## config.mk

```make
export PLATFORM = sky130hd
export DESIGN_NAME = boreal_sram_bridge
export DESIGN_NICKNAME = d
export VERILOG_FILES = /design/src/rtl/boreal_sram_pkg.sv /design/src/rtl/boreal_rsp_fifo.sv /design/src/rtl/boreal_sram_bridge.sv
export SDC_FILE = /design/constraint.sdc
export NUM_CORES = 1
export LEC_CHECK = 0
export ABC_CLOCK_PERIOD_IN_PS = 2900
export BUFFER_PORTS_ARGS = -buffer_cell sky130_fd_sc_hd__buf_2
export CAP_MARGIN = 10
export CORE_ASPECT_RATIO = 0.9
export CORE_UTILIZATION = 40
export CTS_CLUSTER_DIAMETER = 60
export DETAILED_ROUTE_END_ITERATION = 7
export PLACE_DENSITY_LB_ADDON = 0.15
export SLEW_MARGIN = 30
export SYNTH_ARGS = -nofsm -noshare
export SYNTH_HDL_FRONTEND = slang
export SYNTH_SLANG_ARGS = --single-unit
```

## constraint.sdc

```tcl
create_clock -name clk -period 2.9 [get_ports clk]
set_input_delay 0.29 -clock clk [delete_from_list [all_inputs] [get_ports clk]]
set_output_delay 0.29 -clock clk [all_outputs]
set_load 0.05 [all_outputs]
```

## src/rtl/boreal_sram_pkg.sv

```systemverilog
// Shared types and helpers for the boreal SRAM bridge.
// Response record layout and the address legality check.
package boreal_sram_pkg;

  localparam int unsigned WORD_BYTES = 4;

  typedef struct packed {
    logic [31:0] rdata;
    logic        err;
  } rsp_t;

  function automatic logic addr_bad(
    input logic [31:0] addr,
    input logic [31:0] base,
    input logic [31:0] words
  );
    logic [31:0] off;
    off = addr - base;
    return (off >= words * WORD_BYTES) || (addr[1:0] != 2'b00);
  endfunction

endpackage

```

## src/rtl/boreal_rsp_fifo.sv

```systemverilog
// Response FIFO with async reset; head is read straight from storage.
// When empty the head shows the last popped entry, so outputs hold.
module boreal_rsp_fifo #(
  parameter int unsigned W  = 33,
  parameter int unsigned D  = 4,
  localparam int unsigned AW = $clog2(D),
  localparam int unsigned CW = AW + 1
) (
  input  logic          clk,
  input  logic          rst_n,
  input  logic          push_i,
  input  logic [W-1:0]  din_i,
  input  logic          pop_i,
  output logic [W-1:0]  dout_o,
  output logic [CW-1:0] count_o,
  output logic          full_o,
  output logic          empty_o
);

  logic [W-1:0]  mem_q [D];
  logic [AW-1:0] wptr_q;
  logic [AW-1:0] rptr_q;
  logic [CW-1:0] count_q;
  logic          do_pop;

  assign empty_o = (count_q == '0);
  assign full_o  = (count_q == CW'(D));
  assign count_o = count_q;
  assign do_pop  = pop_i && !empty_o;
  assign dout_o  = empty_o ? mem_q[rptr_q - AW'(1)]
                           : mem_q[rptr_q];

  always_ff @(posedge clk or negedge rst_n) begin
    if (!rst_n) begin
      for (int i = 0; i < int'(D); i++) mem_q[i] <= '0;
      wptr_q  <= '0;
      rptr_q  <= '0;
      count_q <= '0;
    end else begin
      if (push_i) begin
        mem_q[wptr_q] <= din_i;
        wptr_q        <= wptr_q + AW'(1);
      end
      if (do_pop) rptr_q <= rptr_q + AW'(1);
      count_q <= count_q + CW'(push_i) - CW'(do_pop);
    end
  end

endmodule

```

## src/rtl/boreal_sram_bridge.sv

```systemverilog
// Valid/ready front-end for the 32-bit SRAM tile: address check,
// one-cycle response stage, credit-based response FIFO, error counter.
module boreal_sram_bridge
  import boreal_sram_pkg::*;
#(
  parameter int unsigned WORDS     = 1024,
  parameter logic [31:0] BASE_ADDR = 32'h0000_0000,
  parameter int unsigned RSP_DEPTH = 4
) (
  input  logic        clk,
  input  logic        rst_n,
  input  logic        m_req_valid,
  output logic        m_req_ready,
  input  logic        m_req_we,
  input  logic [31:0] m_req_addr,
  input  logic [31:0] m_req_wdata,
  input  logic [3:0]  m_req_wstrb,
  output logic        m_rsp_valid,
  input  logic        m_rsp_ready,
  output logic [31:0] m_rsp_rdata,
  output logic        m_rsp_err,
  output logic        sram_req_valid,
  output logic        sram_req_we,
  output logic [31:0] sram_req_addr,
  output logic [31:0] sram_req_wdata,
  output logic [3:0]  sram_req_wstrb,
  input  logic        sram_resp_valid,
  input  logic [31:0] sram_resp_rdata,
  input  logic        sram_resp_err,
  output logic [15:0] err_count
);

  localparam int unsigned CW = $clog2(RSP_DEPTH) + 1;

  logic          accept;
  logic          bad;
  logic          s1_valid_q;
  logic          s1_err_q;
  logic [15:0]   err_count_q;
  logic [CW-1:0] fifo_count;
  logic          fifo_full;
  logic          fifo_empty;
  rsp_t          push_rsp;
  rsp_t          head_rsp;

  // Credit counts in-flight s1 entries; the same-cycle pop is ignored
  assign m_req_ready = (32'(fifo_count) + 32'(s1_valid_q)) < RSP_DEPTH;
  assign accept      = m_req_valid && m_req_ready;
  assign bad         = addr_bad(m_req_addr, BASE_ADDR, 32'(WORDS));

  assign sram_req_valid = accept && !bad;
  assign sram_req_we    = m_req_we;
  assign sram_req_addr  = m_req_addr - BASE_ADDR;
  assign sram_req_wdata = m_req_wdata;
  assign sram_req_wstrb = m_req_wstrb;

  always_comb begin
    push_rsp.rdata = sram_resp_rdata;
    push_rsp.err   = sram_resp_err;
    if (s1_err_q) begin
      push_rsp.rdata = 32'h0;
      push_rsp.err   = 1'b1;
    end
  end

  always_ff @(posedge clk or negedge rst_n) begin
    if (!rst_n) begin
      s1_valid_q  <= 1'b0;
      s1_err_q    <= 1'b0;
      err_count_q <= '0;
    end else begin
      s1_valid_q <= accept;
      s1_err_q   <= bad;
      if (accept && bad && err_count_q != 16'hFFFF)
        err_count_q <= err_count_q + 16'd1;
    end
  end

  boreal_rsp_fifo #(
    .W($bits(rsp_t)),
    .D(RSP_DEPTH)
  ) u_fifo (
    .clk     (clk),
    .rst_n   (rst_n),
    .push_i  (s1_valid_q),
    .din_i   (push_rsp),
    .pop_i   (m_rsp_valid && m_rsp_ready),
    .dout_o  (head_rsp),
    .count_o (fifo_count),
    .full_o  (fifo_full),
    .empty_o (fifo_empty)
  );

  assign m_rsp_valid = !fifo_empty;
  assign m_rsp_rdata = head_rsp.rdata;
  assign m_rsp_err   = head_rsp.err;
  assign err_count   = err_count_q;

  a_tile_proto: assert property (@(posedge clk) disable iff (!rst_n)
    sram_resp_valid == (s1_valid_q && !s1_err_q));

  a_no_overflow: assert property (@(posedge clk) disable iff (!rst_n)
    !(s1_valid_q && fifo_full && !(m_rsp_valid && m_rsp_ready)));

endmodule

```

==> flow_metrics.env, run 1 <==
export IMPL_status="finished, final reports clean"
export IMPL_insertion_delay_ns=0.42
export IMPL_ant_nets=0
export IMPL_finalWirelength_um=18990
export IMPL_skew_ns=0.009939
export IMPL_htree_levels=4
export IMPL_path_max_fanout=26
export IMPL_synth_seq_cells=157
export IMPL_synth_warnings=0
export IMPL_ys_seq_area_share_pct=45.25
export IMPL_grt_pass1_vias=5750
export IMPL_synth_cell_types=39
export IMPL_grt_max_degree=70
export IMPL_drt_iter0_drc=300
export IMPL_ctsResizeCount=0
export IMPL_hold_class="input pin to register"
export IMPL_grt_total_usage_pct=18.31
export IMPL_start_util_pct=41.30
export IMPL_die_h_um=141.8
export IMPL_dp_hpwl_um=12050
export IMPL_port_buffers=132
export IMPL_rsz0062_at_grt="no"
export IMPL_multiInputGateArea_um2=3981
export IMPL_cp_required_ns=2.61
export IMPL_fin_crit_ns=2.558
export IMPL_dieWidth_um=157.3
export IMPL_setup_tns_ns=0
export IMPL_worst_slew_pin_slew_ns=0.8885
export IMPL_cts_tree="done"
export IMPL_die_area_um2=22300
export IMPL_intPower_mw=6.317
export IMPL_grt_use_met1_pct=24.77
export IMPL_irDropWorstVdd_v=0.0005593
export IMPL_cts_setup_buffers=0
export IMPL_startpoint_type="register"
export IMPL_crit_type="register to output pin"
export IMPL_p_comb_share_pct=41.8
export IMPL_switching_share_pct=40.55
export IMPL_cts_sinks=157
export IMPL_rows=50
export IMPL_grt_use_met2_pct=30.44
export IMPL_syn_nets=956
export IMPL_clockBufferDepth=2
export IMPL_area_growth_pct=13.81
export IMPL_grt_pass1_wl_um=31210
export IMPL_gp_congestion=0.7164
export IMPL_top_usage_layer="met2"
export IMPL_routedWlPerCell_um=16.05
export IMPL_maxSlewViolCount=0
export IMPL_cap_viol_max_count=0
export IMPL_antenna_found_initial=0
export IMPL_vias=5874
export IMPL_leakage_nw=4.510
export IMPL_netlist_instances=840
export IMPL_numCtsBuffers=17
export IMPL_syn_cell_area_um2=8682
export IMPL_cp_arrival_ns=2.27
export IMPL_drive_gt1_share_pct=29.99
export IMPL_hold_viol_final=0
export IMPL_switchingPower_mw=4.309
export IMPL_antenna_cells=0
export IMPL_drtPass1Iterations=6
export IMPL_hold_ws_ns=0.1416
export IMPL_syn_avg_cell_area_um2=10.34
export IMPL_vias_per_cell=4.965
export IMPL_core_area_um2=21020
export IMPL_final_util_pct=47.01
export IMPL_clkPwrFrac_pct=24.5
export IMPL_regArea_um2=3936
export IMPL_gr_total_overflow=0
export IMPL_slew_limit_headroom_pct=40.55
export IMPL_route_detailed_drc=0
export IMPL_crit_path_end_kind="output pin"
export IMPL_met3_usage_pct=4.032
export IMPL_min_period_over_period_pct=88.21
export IMPL_setup_violations=0
export IMPL_p_seq_share_pct=33.7
export IMPL_nFillCells=2016
export IMPL_hold_buffers=1
export IMPL_nets=1001
export IMPL_ioPinCount=228
export IMPL_root_buffer="clkbuf_16"
export IMPL_clk_pin_slew_ns=0.06
export IMPL_fmax_ghz=0.3909
export IMPL_power_density_nw_per_um2=1075
==> critical path, stage by stage, from the launching register on <==
cell and delay [ns]:
dfrtp_4 0.67, buf_12 0.27, mux4_2 0.52, nand2_1 0.08, nand2_1 0.09, buf_2 0.22
==> per-stage QoR <==
step	std cells	setup slack (ns)	total power, mW	area [um2]
2_1_floorplan	840	0.4518	7.153	8682
3_3_place_gp	1151	0.6514	8.055	9186
3_5_place_dp	1151	0.6254	8.141	9186
4_1_cts	1183	0.2795	10.77	9881
5_1_grt	1183	0.2021	11.33	9881
6_report	1183	0.3420	10.63	9881
==> logic make-up (layout without fill, tap and decap cells) <==
| logic type | after synthesis | after routing | share of synthesized area (%) |
|---|---|---|---|
| mux | 70 | 70 | 17.64 |
| flops | 157 | 157 | 45.25 |
| xor+xnor | 16 | 16 | 1.614 |
| fa+ha+maj | 9 | 9 | 1.384 |
| simple gates | 318 | 318 | 16.89 |
| buf+inv | 134 | 191 | 9.079 |
| compound gates | 136 | 136 | 8.142 |
==> path summary, 6_finish.rpt <==
path / startpoint / endpoint / slack, ns / cells past startpoint
max in group asynchronous: rst_n / u_fifo.mem_q[101] / 1.65 / 3
min: m_req_valid / s1_valid_q / 0.14 / 2
min in group asynchronous: rst_n / u_fifo.mem_q[125] / 0.45 / 2
min reg2reg: err_count[9] / err_count[9] / 0.48 / 1
max: u_fifo.rptr_q[1] / m_rsp_rdata[27] / 0.34 / 5
max reg2reg: u_fifo.count_o[1] / err_count[15] / 0.64 / 6
==> sequential cells by signal, indices dropped and copies added (netlist names) <==
| signal | flops |
|---|---|
| u_fifo.rptr_q | 2 |
| u_fifo.mem_q | 132 |
| u_fifo.count_o | 3 |
| u_fifo.wptr_q | 2 |
| s1_valid_q | 1 |
| s1_err_q | 1 |
| err_count | 16 |
==> layout make-up <==
class	instances	area share, %
clock buffers	19	4.483
inverters	9	0.3419
clock inverters	12	2.444
repair buffers	151	8.978
multi-input cells	549	40.29
flip-flops and latches	157	39.84
well taps	286	3.622
==> layer usage <==
| layer | part of all wire, % | wire, um | vias up |
|---|---|---|---|
| li1 | - | - | 2917 |
| met4 | 0.57 | 109 | 0 |
| met2 | 49 | 9379 | 106 |
| met5 | 0 | 0 | - |
| met3 | 3.8 | 723 | 13 |
| met1 | 46 | 8773 | 2838 |
==> power by group through the flow <==
stage / combinational, mW / sequential [mW] / clock [mW]
finish: 4.44 / 3.58 / 2.60
global route: 4.86 / 3.71 / 2.76
CTS: 4.52 / 3.59 / 2.66
detailed placement: 4.51 / 3.63 / 0
global placement: 4.46 / 3.60 / 0
floorplan: 3.74 / 3.41 / 0
==> cells in the mapped netlist <==
cell	number	area share [%]
a21o_1	1	0.087
and2_1	2	0.14
and3_1	1	0.072
and4_1	1	0.10
buf_1	8	0.35
buf_2	12	0.69
buf_4	70	6.1
buf_6	1	0.13
clkbuf_1	34	1.5
clkinv_1	1	0.043
dfrtp_1	157	45
fa_1	1	0.23
ha_1	8	1.2
inv_1	8	0.35
mux2_2	4	0.52
mux4_2	66	17
nand2_1	245	11
nand2b_1	33	2.4
nand3_1	3	0.17
nand3_2	1	0.12
nand4_1	4	0.29
nand4_4	1	0.24
nor2_1	3	0.13
nor2b_1	1	0.072
nor3_1	4	0.23
nor3_2	2	0.23
nor3b_2	1	0.14
nor4_1	8	0.58
nor4_2	1	0.14
nor4_4	3	0.73
nor4b_1	1	0.10
nor4b_4	1	0.27
o211ai_2	1	0.14
o211ai_4	1	0.24
o21ai_0	133	7.7
or2_2	1	0.072
or3_1	1	0.072
xnor2_1	4	0.40
xor2_1	12	1.2
==> cells in the final DEF (no fill, tap or decap), types with 12 or more instances in the layout <==
cell type  synthesis  routed
nand2b_1          33      33
mux4_2            66      66
dfrtp_1          157     155
xor2_1            12      12
buf_4             70      12
buf_2             12     131
clkbuf_16          0      17
nand2_1          245     241
o21ai_0          133     133
(Power assumes the default switching activity.)
==> run 2, diff against run 1 <==
Settings changed: ABC_CLOCK_PERIOD_IN_PS 2900 to 2180, CORE_ASPECT_RATIO 0.9 to 0.5.
Clock period 2.9 ns to 2.18 ns, I/O delays scaled along.
==> flow_metrics.env, run 2 (synthesis gave the netlist of run 1 again) <==
export IMPL_worst_slew_pin_slew_ns=0.5587
export IMPL_slew_limit_headroom_pct=62.76
export IMPL_top_register="u_fifo.mem_q"
export IMPL_root_buffer="clkbuf_16"
export IMPL_drt_iter0_drc=312
export IMPL_layout_commonest_cell="nand2_1"
export IMPL_nFillCells=1956
export IMPL_rsz0062_at_grt="yes"
export IMPL_area_growth_pct=21.13
export IMPL_antenna_found_initial=2
export IMPL_cpPeakStageDelay_ns=0.46
export IMPL_placed_area_um2=9375
export IMPL_startpoint_type="register"
export IMPL_drtPass1Iterations=4
export IMPL_multiInputGateArea_um2=4106
export IMPL_route_detailed_drc=0
export IMPL_gp_congestion=0.7508
export IMPL_rows=37
export IMPL_hold_class="input pin to register"
export IMPL_ioPinCount=228
export IMPL_fin_crit_ns=2.202
export IMPL_htree_levels=4
export IMPL_regArea_um2=3939
export IMPL_path_buf_inv=1
export IMPL_final_cell_mix="215 x nand2_1, 153 x dfrtp_1, 133 x o21ai_0, 96 x buf_2, 66 x mux4_2"
export IMPL_largest_reg_flops=132
export IMPL_clk_pin_slew_ns=0.06
export IMPL_die_h_um=106.2
export IMPL_grt_use_met1_pct=26.15
export IMPL_cp_cell_sequence="ha_4 -> or3_4 -> o211ai_4 -> and2_4 -> nor2b_4 -> buf_6"
export IMPL_vias_per_cell=5.115
export IMPL_fmax_ghz=0.4541
export IMPL_grt_pass1_wl_um=33650
export IMPL_top_usage_layer="met2"
export IMPL_numCtsBuffers=17
export IMPL_grt_max_degree=67
export IMPL_clockBufferDepth=2
export IMPL_dieWidth_um=210.4
export IMPL_nets=1023
export IMPL_crit_family="simple AND/OR/NAND/NOR gates"
export IMPL_clkPwrFrac_pct=19.7
export IMPL_power_density_nw_per_um2=1443
export IMPL_routedWlPerCell_um=18.05
export IMPL_switching_share_pct=41.26
export IMPL_intPower_mw=8.912
export IMPL_min_period_over_period_pct=101.0
export IMPL_p_comb_share_pct=49.7
export IMPL_cts_tree="done"
export IMPL_cp_arrival_ns=1.98
export IMPL_fin_area_um2=10520
export IMPL_irDropWorstVdd_v=0.0006778
export IMPL_start_util_pct=41.49
export IMPL_crit_type="register to output pin"
export IMPL_setup_slack_ns=-0.02219
export IMPL_cp_required_ns=1.96
export IMPL_final_util_pct=50.26
export IMPL_core_area_um2=20930
export IMPL_met3_usage_pct=5.436
export IMPL_vias=6205
export IMPL_hold_viol_final=0
export IMPL_leakage_nw=4.694
export IMPL_switchingPower_mw=6.261
export IMPL_insertion_delay_ns=0.43
export IMPL_power_mw=15.17
export IMPL_grt_pass1_vias=6262
export IMPL_path_max_fanout=5
export IMPL_status="complete, but fails checks"
export IMPL_setup_violations=1
export IMPL_crit_path_end_kind="output pin"
export IMPL_drive_gt1_share_pct=35.58
export IMPL_maxSlewViolCount=0
export IMPL_placed_cells=1165
export IMPL_dp_hpwl_um=13410
export IMPL_setup_tns_ns=-0.02219
export IMPL_port_buffers=132
export IMPL_grt_total_usage_pct=19.65
export IMPL_finalNonFillerCells=1213
export IMPL_violations="setup timing"
export IMPL_cts_sinks=157
export IMPL_crit_slowest_cell="dfrtp_2"
export IMPL_die_area_um2=22330
export IMPL_grt_use_met2_pct=30.11
export IMPL_p_seq_share_pct=30.6
export IMPL_skew_ns=0.006448
export IMPL_ant_nets=0
export IMPL_finalWirelength_um=21890
export IMPL_cap_viol_max_count=0
export IMPL_gr_total_overflow=0
run 2: cell types whose count changed in the layout (fill, tap and decap cells not counted), sizes merged:
cell,before,now
bufinv,7,2
buf,150,165
clkinvlp,1,2
inv,8,9
diode,0,2
clkbuf,19,29
run 2: repair_timing:
item                       in CTS  in global routing
pin swaps                       4                  4
setup buffers                   2                  6
setup endpoints to repair      34                 42
gates resized for setup        77                 29
hold buffers                    1                  0
hold endpoints to repair       44                  0
cloned                          0                  6
run 2: routing by layer:
layer | part of all wire, % | vias up
li1 | - | 2965
met5 | 0 | -
met2 | 46 | 151
met1 | 46 | 3049
met3 | 5.4 | 40
met4 | 2.4 | 0
run 2: area by class of cell:
cell class	count	area share, %
Timing Repair Buffer	173	14.08
Multi-Input combinational cell	549	39.05
Clock buffer	22	4.509
Antenna cell	2	0.04759
Sequential cell	157	37.45
Inverter	9	0.3331
Tap cell	292	3.474
Clock inverter	9	1.059
run 2: per-stage QoR:
step           hold WS (ns)  setup WS, ns
3_3_place_gp         0.2020       0.09920
2_1_floorplan      -0.07759       0.01967
4_1_cts             0.06142      -0.05888
5_1_grt             0.07856      -0.08425
6_report            0.08295      -0.02219
3_5_place_dp         0.2067       0.04124
run 2: final timing paths:
check,from,to,slack (ns),cells past startpoint
worst min register to register,err_count[5],err_count[5],0.48,1
min in group asynchronous,rst_n,u_fifo.mem_q[127],0.30,2
worst max register to register,u_fifo.count_o[2],err_count[6],0.12,8
worst min-delay path,m_req_valid,s1_valid_q,0.08,2
max in group asynchronous,rst_n,u_fifo.mem_q[19],1.15,3
worst max-delay path,u_fifo.count_o[2],sram_req_valid,-0.02,6
run 2: power groups by stage:
stage               combinational, mW  sequential [mW]  clock (mW)
finish                           7.54             4.65        2.99
global route                     8.13             4.78        3.15
CTS                              6.98             4.61        3.06
detailed placement               6.46             4.66           0
global placement                 6.38             4.60           0
floorplan                        5.01             4.55           0
